$ cat src/rtl/btn_debouncer.sv
// rtl/btn_debouncer.sv - four-button synchronizer, debouncer and press/release/multi-press tracker
module btn_debouncer #(
   parameter int STABLE_CYCLES = 500000,
   parameter int CNT_W         = 19
) (
   input  logic       clk,
   input  logic       reset,
   input  logic [3:0] btns,
   output logic [1:0] num,
   output logic       pressed,
   output logic       press_pulse,
   output logic       release_pulse,
   output logic       multi
);

   typedef enum logic [1:0] {
      IDLE    = 2'd0,
      PRESSED = 2'd1,
      INVALID = 2'd2
   } state_t;

   localparam logic [CNT_W-1:0] CNT_MAX = CNT_W'(STABLE_CYCLES - 1);
   localparam logic [CNT_W-1:0] CNT_ONE = CNT_W'(1);

   logic [3:0]       r_sync1;
   logic [3:0]       r_sync2;
   logic [3:0]       r_cand;
   logic [3:0]       r_deb;
   logic [CNT_W-1:0] r_cnt;
   state_t           r_state;
   logic [1:0]       r_num;
   logic             r_pressed;
   logic             r_press_pulse;
   logic             r_release_pulse;
   logic             r_multi;

   state_t           w_next_state;
   logic [1:0]       w_next_num;
   logic             w_press;
   logic             w_release;
   logic             w_onehot;
   logic [1:0]       w_idx;
   logic [3:0]       w_num_mask;

   // Input path: synchronizer, then a candidate that must stay unchanged for STABLE_CYCLES
   always_ff @(posedge clk) begin
      if (reset) begin
         r_sync1 <= 4'd0;
         r_sync2 <= 4'd0;
         r_cand  <= 4'd0;
         r_cnt   <= '0;
         r_deb   <= 4'd0;
      end else begin
         r_sync1 <= btns;
         r_sync2 <= r_sync1;
         if (r_sync2 != r_cand) begin
            r_cand <= r_sync2;
            r_cnt  <= '0;
         end else begin
            if (r_cnt != CNT_MAX) begin
               r_cnt <= r_cnt + CNT_ONE;
            end
            if ((r_cnt == CNT_MAX) && (r_cand != r_deb)) begin
               r_deb <= r_cand;
            end
         end
      end
   end

   assign w_onehot   = (r_deb != 4'd0) && ((r_deb & (r_deb - 4'd1)) == 4'd0);
   assign w_num_mask = 4'd1 << r_num;

   always_comb begin
      w_idx = 2'd0;
      for (int k = 0; k < 4; k++) begin
         if (r_deb[k]) begin
            w_idx = 2'(k);
         end
      end
   end

   always_comb begin
      w_next_state = r_state;
      w_next_num   = r_num;
      w_press      = 1'b0;
      w_release    = 1'b0;
      case (r_state)
         IDLE: begin
            if (w_onehot) begin
               w_next_state = PRESSED;
               w_next_num   = w_idx;
               w_press      = 1'b1;
            end else if (r_deb != 4'd0) begin
               w_next_state = INVALID;
            end
         end
         PRESSED: begin
            if (r_deb == 4'd0) begin
               w_next_state = IDLE;
               w_release    = 1'b1;
            end else if (r_deb != w_num_mask) begin
               w_next_state = INVALID;
               w_release    = 1'b1;
            end
         end
         INVALID: begin
            // Every button must be released before another press can be accepted
            if (r_deb == 4'd0) begin
               w_next_state = IDLE;
            end
         end
         default: w_next_state = IDLE;
      endcase
   end

   always_ff @(posedge clk) begin
      if (reset) begin
         r_state         <= IDLE;
         r_num           <= 2'd0;
         r_pressed       <= 1'b0;
         r_press_pulse   <= 1'b0;
         r_release_pulse <= 1'b0;
         r_multi         <= 1'b0;
      end else begin
         r_state         <= w_next_state;
         r_num           <= w_next_num;
         r_pressed       <= (w_next_state == PRESSED);
         r_press_pulse   <= w_press;
         r_release_pulse <= w_release;
         r_multi         <= (w_next_state == INVALID);
      end
   end

   assign num           = r_num;
   assign pressed       = r_pressed;
   assign press_pulse   = r_press_pulse;
   assign release_pulse = r_release_pulse;
   assign multi         = r_multi;

endmodule

$ cat config.mk
export PLATFORM = sky130hd
export DESIGN_NAME = btn_debouncer
export DESIGN_NICKNAME = d
export VERILOG_FILES = /design/src/rtl/btn_debouncer.sv
export SDC_FILE = /design/constraint.sdc
export NUM_CORES = 1
export LEC_CHECK = 0
export BUFFER_PORTS_ARGS = -buffer_cell sky130_fd_sc_hd__buf_2
export CAP_MARGIN = 25
export CORE_UTILIZATION = 63
export DETAILED_ROUTE_END_ITERATION = 12
export GPL_TIMING_DRIVEN = 0
export PLACE_DENSITY_LB_ADDON = 0.08
export SYNTH_ARGS = -nofsm -noshare
export SYNTH_HDL_FRONTEND = slang
export SYNTH_SLANG_ARGS = --single-unit
$ cat constraint.sdc
create_clock -name clk -period 3.85 [get_ports clk]
set_input_delay 0.5775 -clock clk [delete_from_list [all_inputs] [get_ports clk]]
set_output_delay 0.5775 -clock clk [all_outputs]
set_load 0.01 [all_outputs]
==> impl_results.md, run 1 <==
- Status: completed
- Synthesized instance count: 198
- Cell Count, Final, Fillers Out: ~250
- # Post-CTS Setup Buffers: 0
- Kind of cell adding the most delay to the critical path: simple AND/OR/NAND/NOR gates
- First-pass DRT Iterations: 4
- Pwr/cell area: roughly 360 mW/mm²
- Worst-Skew Late Latency: 360 ps
- Max VDD drop: 0.3802 mV
- Drt drc: 0
- Dpl cells: 240
- Fillers: 217
- Finished layout cell area: 0.002007 mm²
- Compound-gate portion of the synthesized area: 0.1037
- Leak pwr: roughly 0.74 nW
- CTS tree: yes
- Largest family of logic cells by synthesized area: simple AND/OR/NAND/NOR gates
- CP Cell Sequence: ha_1, nand4_1, nor4bb_1, buf_4, buf_12, mux2i_1, nor2_1
- Vias in the first global route: roughly 1400
- CP Capture Type: register
- Overall global routing resource usage: 0.2329
- # diodes: 0
- Die Footprint: about 0.0032 mm²
- PortBufs: 11
- Initial DRC count: 63
- Antenna viol nets, final: 0
- Placed cell area: just under 0.002 mm²
- Grt met3 use: 0.09535
- Total grt overflow: 0
- Xor/xnor share of the synthesized area: 0.1044
- Simple-gate share of the synthesized area: 0.2671
- Synth Cell Area: roughly 0.0018 mm²
- RSZ-0062 raised after global routing: no
- Synth Flop Type: dfxtp_1
- Worst path slowest cell: dfxtp_1
- Die H: about 56 µm
- H-tree depth reported by CTS: 2
- Mean Syn Cell Area: ~9.3 µm²
- Clk buf depth: 2
- P_int: 0.5539 mW
- Sequential share of the synthesized area: 0.4664
- Crit-path max FO: 10
- Max incr delay on CP: a little under 400 ps
- I/O Pins: 12
- Num CTS Buffers: 5
- Initial antenna violation count: 0
- Logic pwr share: 0.042
- Max-cap violations: 0
- Global-route track usage on met2: 0.4405
- Psw: 0.1737 mW
- Worst EP arrival: about 2200 ps
- Post-synth ARST share: 0
- Initial core utilization: 0.6692
- Core area: approximately 0.0028 mm²
- Relative max-transition margin: 0.5541
- Core Rows: 19
- Required @ worst endpoint: between 4000 and 5000 ps
- Syn Nets: between 200 and 250
- Critical Path Start Type: register
- Setup_tns: 0 ps
- Synth warnings: 0
- Final hold slack: between 400 and 500 ps
- Layout cells sized above 1: 0.1935
- Routed WL per cell: about 13 µm
- Post-CTS Resized: 0
- Max Clock Skew: a little over 9 ps
- Crit share post-route: 0.5046
- Met1 usage: 0.2224
- Post-detail-place hpwl: roughly 2400 µm
- Vias per inst: ~5.7
- HP Class: primary input to register
- Distinct cells, synth: 47
- Largest net degree at the start of global routing: 15
- Hold Vio Cnt, Final: 0
- Final Max Tran Viols: 0
- CTS sink count: 43
- Setup CP Type: register to register
- Yosys reg bits: 43
- # setup viols final: 0
- Area grow syn2layout: 8.746%
- Global-route wire length before repair: ~5500 µm
- Clock power frac: 0.331
- Multiplexer share of the synthesized area: 0.005424
- Clk root buf: clkbuf_4
- Switching fraction of total power: 0.2387
- Post-Synth Adder-Cell Area: 0.01220
- Part of the power in registers: 0.627
- WL final: roughly 3300 µm
- Most Crowded Layer GR: met2
- Clk pin slew, worst setup/hold paths: around 130 ps
- CTS Hold Bufs: 0
- CP Buf/Inv Count: 2
- Vias post-DR: 1402
- Final #Nets: between 200 and 250
- Post-synth EDFFs: 0
- Final GP Congestion: roughly 0.9
- Worst Max-Slew Pin Slew: 662.8 ps
- Horiz. Die Dim: about 56 µm
- Crit path time final: a little under 2000 ps
- Max Clock Freq: ~0.51 GHz
-- state kept, by name, indices dropped and copies added (netlist names) --
signal / count
multi: 1
r_state: 2
r_deb: 4
r_cand: 4
r_sync2: 4
r_cnt: 19
press_pulse: 1
num: 2
release_pulse: 1
pressed: 1
r_sync1: 4
-- Yosys cell counts, types with 2 or more instances --
master / count / share of area
dfxtp_1: 43 / 0.47
nor2_1: 27 / 0.055
nor2b_1: 12 / 0.041
xnor2_1: 12 / 0.057
nand2_1: 11 / 0.022
xor2_1: 10 / 0.047
nand4_1: 8 / 0.027
nand3_1: 7 / 0.019
a21oi_1: 6 / 0.016
nor3_1: 5 / 0.014
a21oi_2: 4 / 0.019
buf_2: 4 / 0.011
a21bo_2: 3 / 0.016
inv_1: 3 / 0.0061
nor4_1: 3 / 0.010
or2_2: 3 / 0.010
a211oi_1: 2 / 0.0081
clkbuf_1: 2 / 0.0041
nand3b_1: 2 / 0.0081
nor3b_1: 2 / 0.0081
o21a_1: 2 / 0.0081
o22ai_1: 2 / 0.0068
-- cell families (layout without fill, tap and decap cells) --
family,Yosys count,after routing
compound gates,26,26
xor+xnor,22,22
fa+ha+maj,2,2
buf+inv,13,32
flops,43,43
mux,1,1
simple gates,91,91
-- power groups by stage --
stage | Clock [mW] | Combinational (mW) | Sequential (mW)
6_report | 0.241 | 0.0307 | 0.456
5_1_grt | 0.261 | 0.0339 | 0.457
4_1_cts | 0.248 | 0.0310 | 0.456
3_5_place_dp | 0 | 0.0310 | 0.466
3_3_place_gp | 0 | 0.0290 | 0.466
2_1_floorplan | 0 | 0.0220 | 0.465
-- per-layer routing --
layer	wire length, µm	vias up
li1	-	714
met1	1378	660
met2	1784	22
met3	111	6
met4	43	0
met5	0	-
-- worst reg2reg max path, stage by stage (launching register included) --
cell and delay [ps]:
dfxtp_1 390, ha_1 230, nand4_1 240, nor4bb_1 350
buf_4 220, buf_12 130, mux2i_1 200, nor2_1 60
-- path summary, 6_finish.rpt --
kind                                 start          to  slack, ps  cells after the start
worst max register to register    r_cnt[0]    r_cnt[1]       1910                      7
worst min register to register  r_sync1[0]  r_sync2[0]        450                      1
worst min-delay path               btns[3]  r_sync1[3]        410                      2
worst max-delay path              r_cnt[0]    r_cnt[1]       1910                      7
-- cells in the final DEF (no fill, tap or decap), types with 2 or more instances in the layout --
| cell | instances |
|---|---|
| dfxtp_1 | 43 |
| nor2_1 | 27 |
| buf_2 | 15 |
| xnor2_1 | 12 |
| nor2b_1 | 12 |
| nand2_1 | 11 |
| xor2_1 | 10 |
| nand4_1 | 8 |
| nand3_1 | 7 |
| a21oi_1 | 6 |
| nor3_1 | 5 |
| clkbuf_4 | 5 |
| a21oi_2 | 4 |
| or2_2 | 3 |
| nor4_1 | 3 |
| inv_1 | 3 |
| a21bo_2 | 3 |
| nor3b_1 | 2 |
| clkbuf_1 | 2 |
| o22ai_1 | 2 |
| nand3b_1 | 2 |
| a211oi_1 | 2 |
| o21a_1 | 2 |
-- through the flow --
stage	setup slack, ps	power (mW)	util
global placement	2027	0.4947	0.7033
global route	1750	0.7525	0.7278
finish	1907	0.7276	0.7278
detailed placement	1948	0.4971	0.7033
floorplan	2209	0.4871	-
CTS	1900	0.7355	0.7278
-- area by class of cell --
type	instances	area, µm²	share of cell area
Multi-Input combinational cell	142	909.6	0.4532
Clock buffer	6	51.30	0.02556
Clock inverter	2	16.27	0.008105
Timing Repair Buffer	11	55.05	0.02743
Sequential cell	43	860.8	0.4289
Inverter	3	11.26	0.005611
Buffer	10	63.81	0.03180
Tap cell	31	38.79	0.01933
(Power assumes the default switching activity.)
==> run 2, diff against run 1 <==
--- a/config.mk
+++ b/config.mk
@@ -7,7 +7,7 @@
 export LEC_CHECK = 0
 export BUFFER_PORTS_ARGS = -buffer_cell sky130_fd_sc_hd__buf_2
 export CAP_MARGIN = 25
-export CORE_UTILIZATION = 63
+export CORE_UTILIZATION = 53
 export DETAILED_ROUTE_END_ITERATION = 12
 export GPL_TIMING_DRIVEN = 0
 export PLACE_DENSITY_LB_ADDON = 0.08
==> constraint.sdc (replaced) <==
create_clock -name clk -period 1.75 [get_ports clk]
set_input_delay 0.2625 -clock clk [delete_from_list [all_inputs] [get_ports clk]]
set_output_delay 0.2625 -clock clk [all_outputs]
set_load 0.01 [all_outputs]
==> run 2 against run 1 <==
Die area up 18%; clock skew down 5.1 ps; clock-buffer cell count down 1; highest routed layer unchanged.
==> impl_results.md, run 2 (same netlist as run 1, synthesis figures left out) <==
- CTS tree: yes
- Antenna viol nets, final: 0 (unchanged)
- Clk root buf: clkbuf_4
- Logic pwr share: 0.050 (+0.008)
- Part of the power in registers: 0.650 (+0.023)
- Pwr/cell area: 712.6 mW/mm² (+97%)
- Post-detail-place hpwl: 2224 µm (-6.9%)
- Most common cell after layout, fill and taps aside: dfxtp_1
- Worst Max-Slew Pin Slew: 539.9 ps (-122.8 ps)
- Crit path time final: 1689 ps (-253.8 ps)
- Area grow syn2layout: 17.42%
- Initial DRC count: 70 (+11%)
- First-pass DRT Iterations: 4 (unchanged)
- Switching fraction of total power: 0.2388 (about the same)
- Max Clock Freq: 0.5921 GHz (+15%)
- Relative max-transition margin: 0.6400 (+0.08597)
- Most frequent cells in the layout: dfxtp_1, nor2_1, buf_2, xnor2_1, nor2b_1
- Leak pwr: 0.8197 nW (+11%)
- Status: completed
- WL final: 3513 µm (+5.9%)
- Worst EP arrival: 1950 ps (-230 ps)
- Required @ worst endpoint: 2010 ps (-2080 ps)
- Fillers: 300 (+38%)
- Num CTS Buffers: 5 (unchanged)
- Core Rows: 21 (+2)
- Initial antenna violation count: 0 (unchanged)
- Cell Count, Final, Fillers Out: 271 (+9.3%)
- Initial core utilization: 0.5531 (-0.1162)
- Clk buf depth: 2 (unchanged)
- Setup CP Type: register to register
- # setup viols final: 0 (unchanged)
- Largest net degree at the start of global routing: 14 (-1)
- CTS Hold Bufs: 0 (unchanged)
- Max VDD drop: 0.5256 mV (+38%)
- Dpl cells: 255 (+6.3%)
- RSZ-0062 raised after global routing: yes
- Finished layout cell area: 0.002167 mm² (+8.0%)
- CTS sink count: 43 (unchanged)
- Core area: 0.003337 mm² (+21%)
- Largest reg by FF count: r_cnt
- Final GP Congestion: 0.8112 (-7.2%)
- P_int: 1.176 mW (+110%)
- I/O Pins: 12 (unchanged)
- Die H: 61.01 µm (+8.7%)
- Layout cells sized above 1: 0.2889 (+0.09534)
- Crit-path max FO: 8 (-2)
- Final Max Tran Viols: 0 (unchanged)
- Max-cap violations: 0 (unchanged)
- Hold Vio Cnt, Final: 0 (unchanged)
- Die Footprint: 0.003722 mm² (+18%)
- Max Clock Skew: 4.152 ps (-5.056 ps)
- Global-route wire length before repair: 5388 µm (-2.7%)
- Worst-Skew Late Latency: 350 ps (about the same)
- Placed cell area: 0.001958 mm² (+0.97%)
- Horiz. Die Dim: 61.01 µm (+8.7%)
- Critical Path Start Type: register
- # diodes: 0 (unchanged)
- Psw: 0.3688 mW (+110%)
- CP Capture Type: register
- Final #Nets: 231 (+3.6%)
- H-tree depth reported by CTS: 2 (unchanged)
- Vias per inst: 5.288 (-6.5%)
- Drt drc: 0 (unchanged)
- Overall global routing resource usage: 0.2011 (-0.03182)
- Clk pin slew, worst setup/hold paths: 120 ps (about the same)
- Clock power frac: 0.300 (-0.031)
- Max FFs per register: 19 (unchanged)
- Total grt overflow: 0 (unchanged)
- Vias post-DR: 1433 (+2.2%)
- Final hold slack: 110.8 ps (-303.3 ps)
- PortBufs: 11 (unchanged)
- Vias in the first global route: 1257 (-8.3%)
- Routed WL per cell: 12.96 µm (-3.1%)
- Crit share post-route: 0.9650 (+0.4605)
- HP Class: primary input to register
## run 2: cell count changes in the layout (fill, tap and decap cells not counted), sizes merged
cell | previous run | this run
clkinv | 1 | 3
clkinvlp | 1 | 0
buf | 18 | 25
## run 2: final timing paths
path	startpoint	end	slack, ps	cells after the start
worst max-delay path	r_deb[0]	r_state[1]	60	6
worst min-delay path	btns[0]	r_sync1[0]	110	2
worst max register to register	r_deb[0]	r_state[1]	60	6
worst min register to register	r_sync1[0]	r_sync2[0]	460	1
## run 2: layout make-up
class	count	area [µm²]	area share
buffer	10	67.56	0.03118
clock buffer	5	37.54	0.01732
clock inverter	3	15.01	0.006928
inverter	3	11.26	0.005196
multi-input combinational	142	967.2	0.4463
sequential	43	878.3	0.4053
tap	46	57.56	0.02656
timing repair buffer	19	132.6	0.06120
## run 2: power groups by stage
stage          combinational, mW  sequential [mW]  clock [mW]
6_report                  0.0780             1.00       0.463
5_1_grt                   0.0860             1.01       0.526
4_1_cts                   0.0688             1.00       0.485
3_5_place_dp              0.0673             1.03           0
3_3_place_gp              0.0644             1.02           0
2_1_floorplan             0.0485             1.02           0
## run 2: repair_timing
action / CTS / global route
setup buffers: 3 / 4
pin swaps: 2 / 4
gates resized for setup: 3 / 21
gates cloned: 0 / 1
setup endpoints to repair: 12 / 28
## run 2: per-layer routing
metal | vias up | GRT usage | share of wire
met1 | 679 | 0.2165 | 0.42
met5 | - | 0 | 0
met2 | 20 | 0.3611 | 0.55
met4 | 0 | 0.08766 | 0.0065
li1 | 732 | - | -
met3 | 2 | 0.06513 | 0.026
## run 2: critical path: stages, from the launching register on
cell,delay (ps)
dfxtp_1,340
clkbuf_4,180
or3b_2,460
a211oi_2,180
a21o_1,160
nor3_1,80
o21a_1,200
## run 2: metrics by stage
step	TNS [ps]	utilization	setup WS [ps]	power (mW)
6_report	0	0.6494	61.19	1.544
5_1_grt	-18.25	0.6494	-15.51	1.618
4_1_cts	0	0.6108	2.675	1.559
3_5_place_dp	-645.0	0.5868	-120.0	1.093
3_3_place_gp	-585.4	0.5868	-113.6	1.089
2_1_floorplan	0	-	108.6	1.072
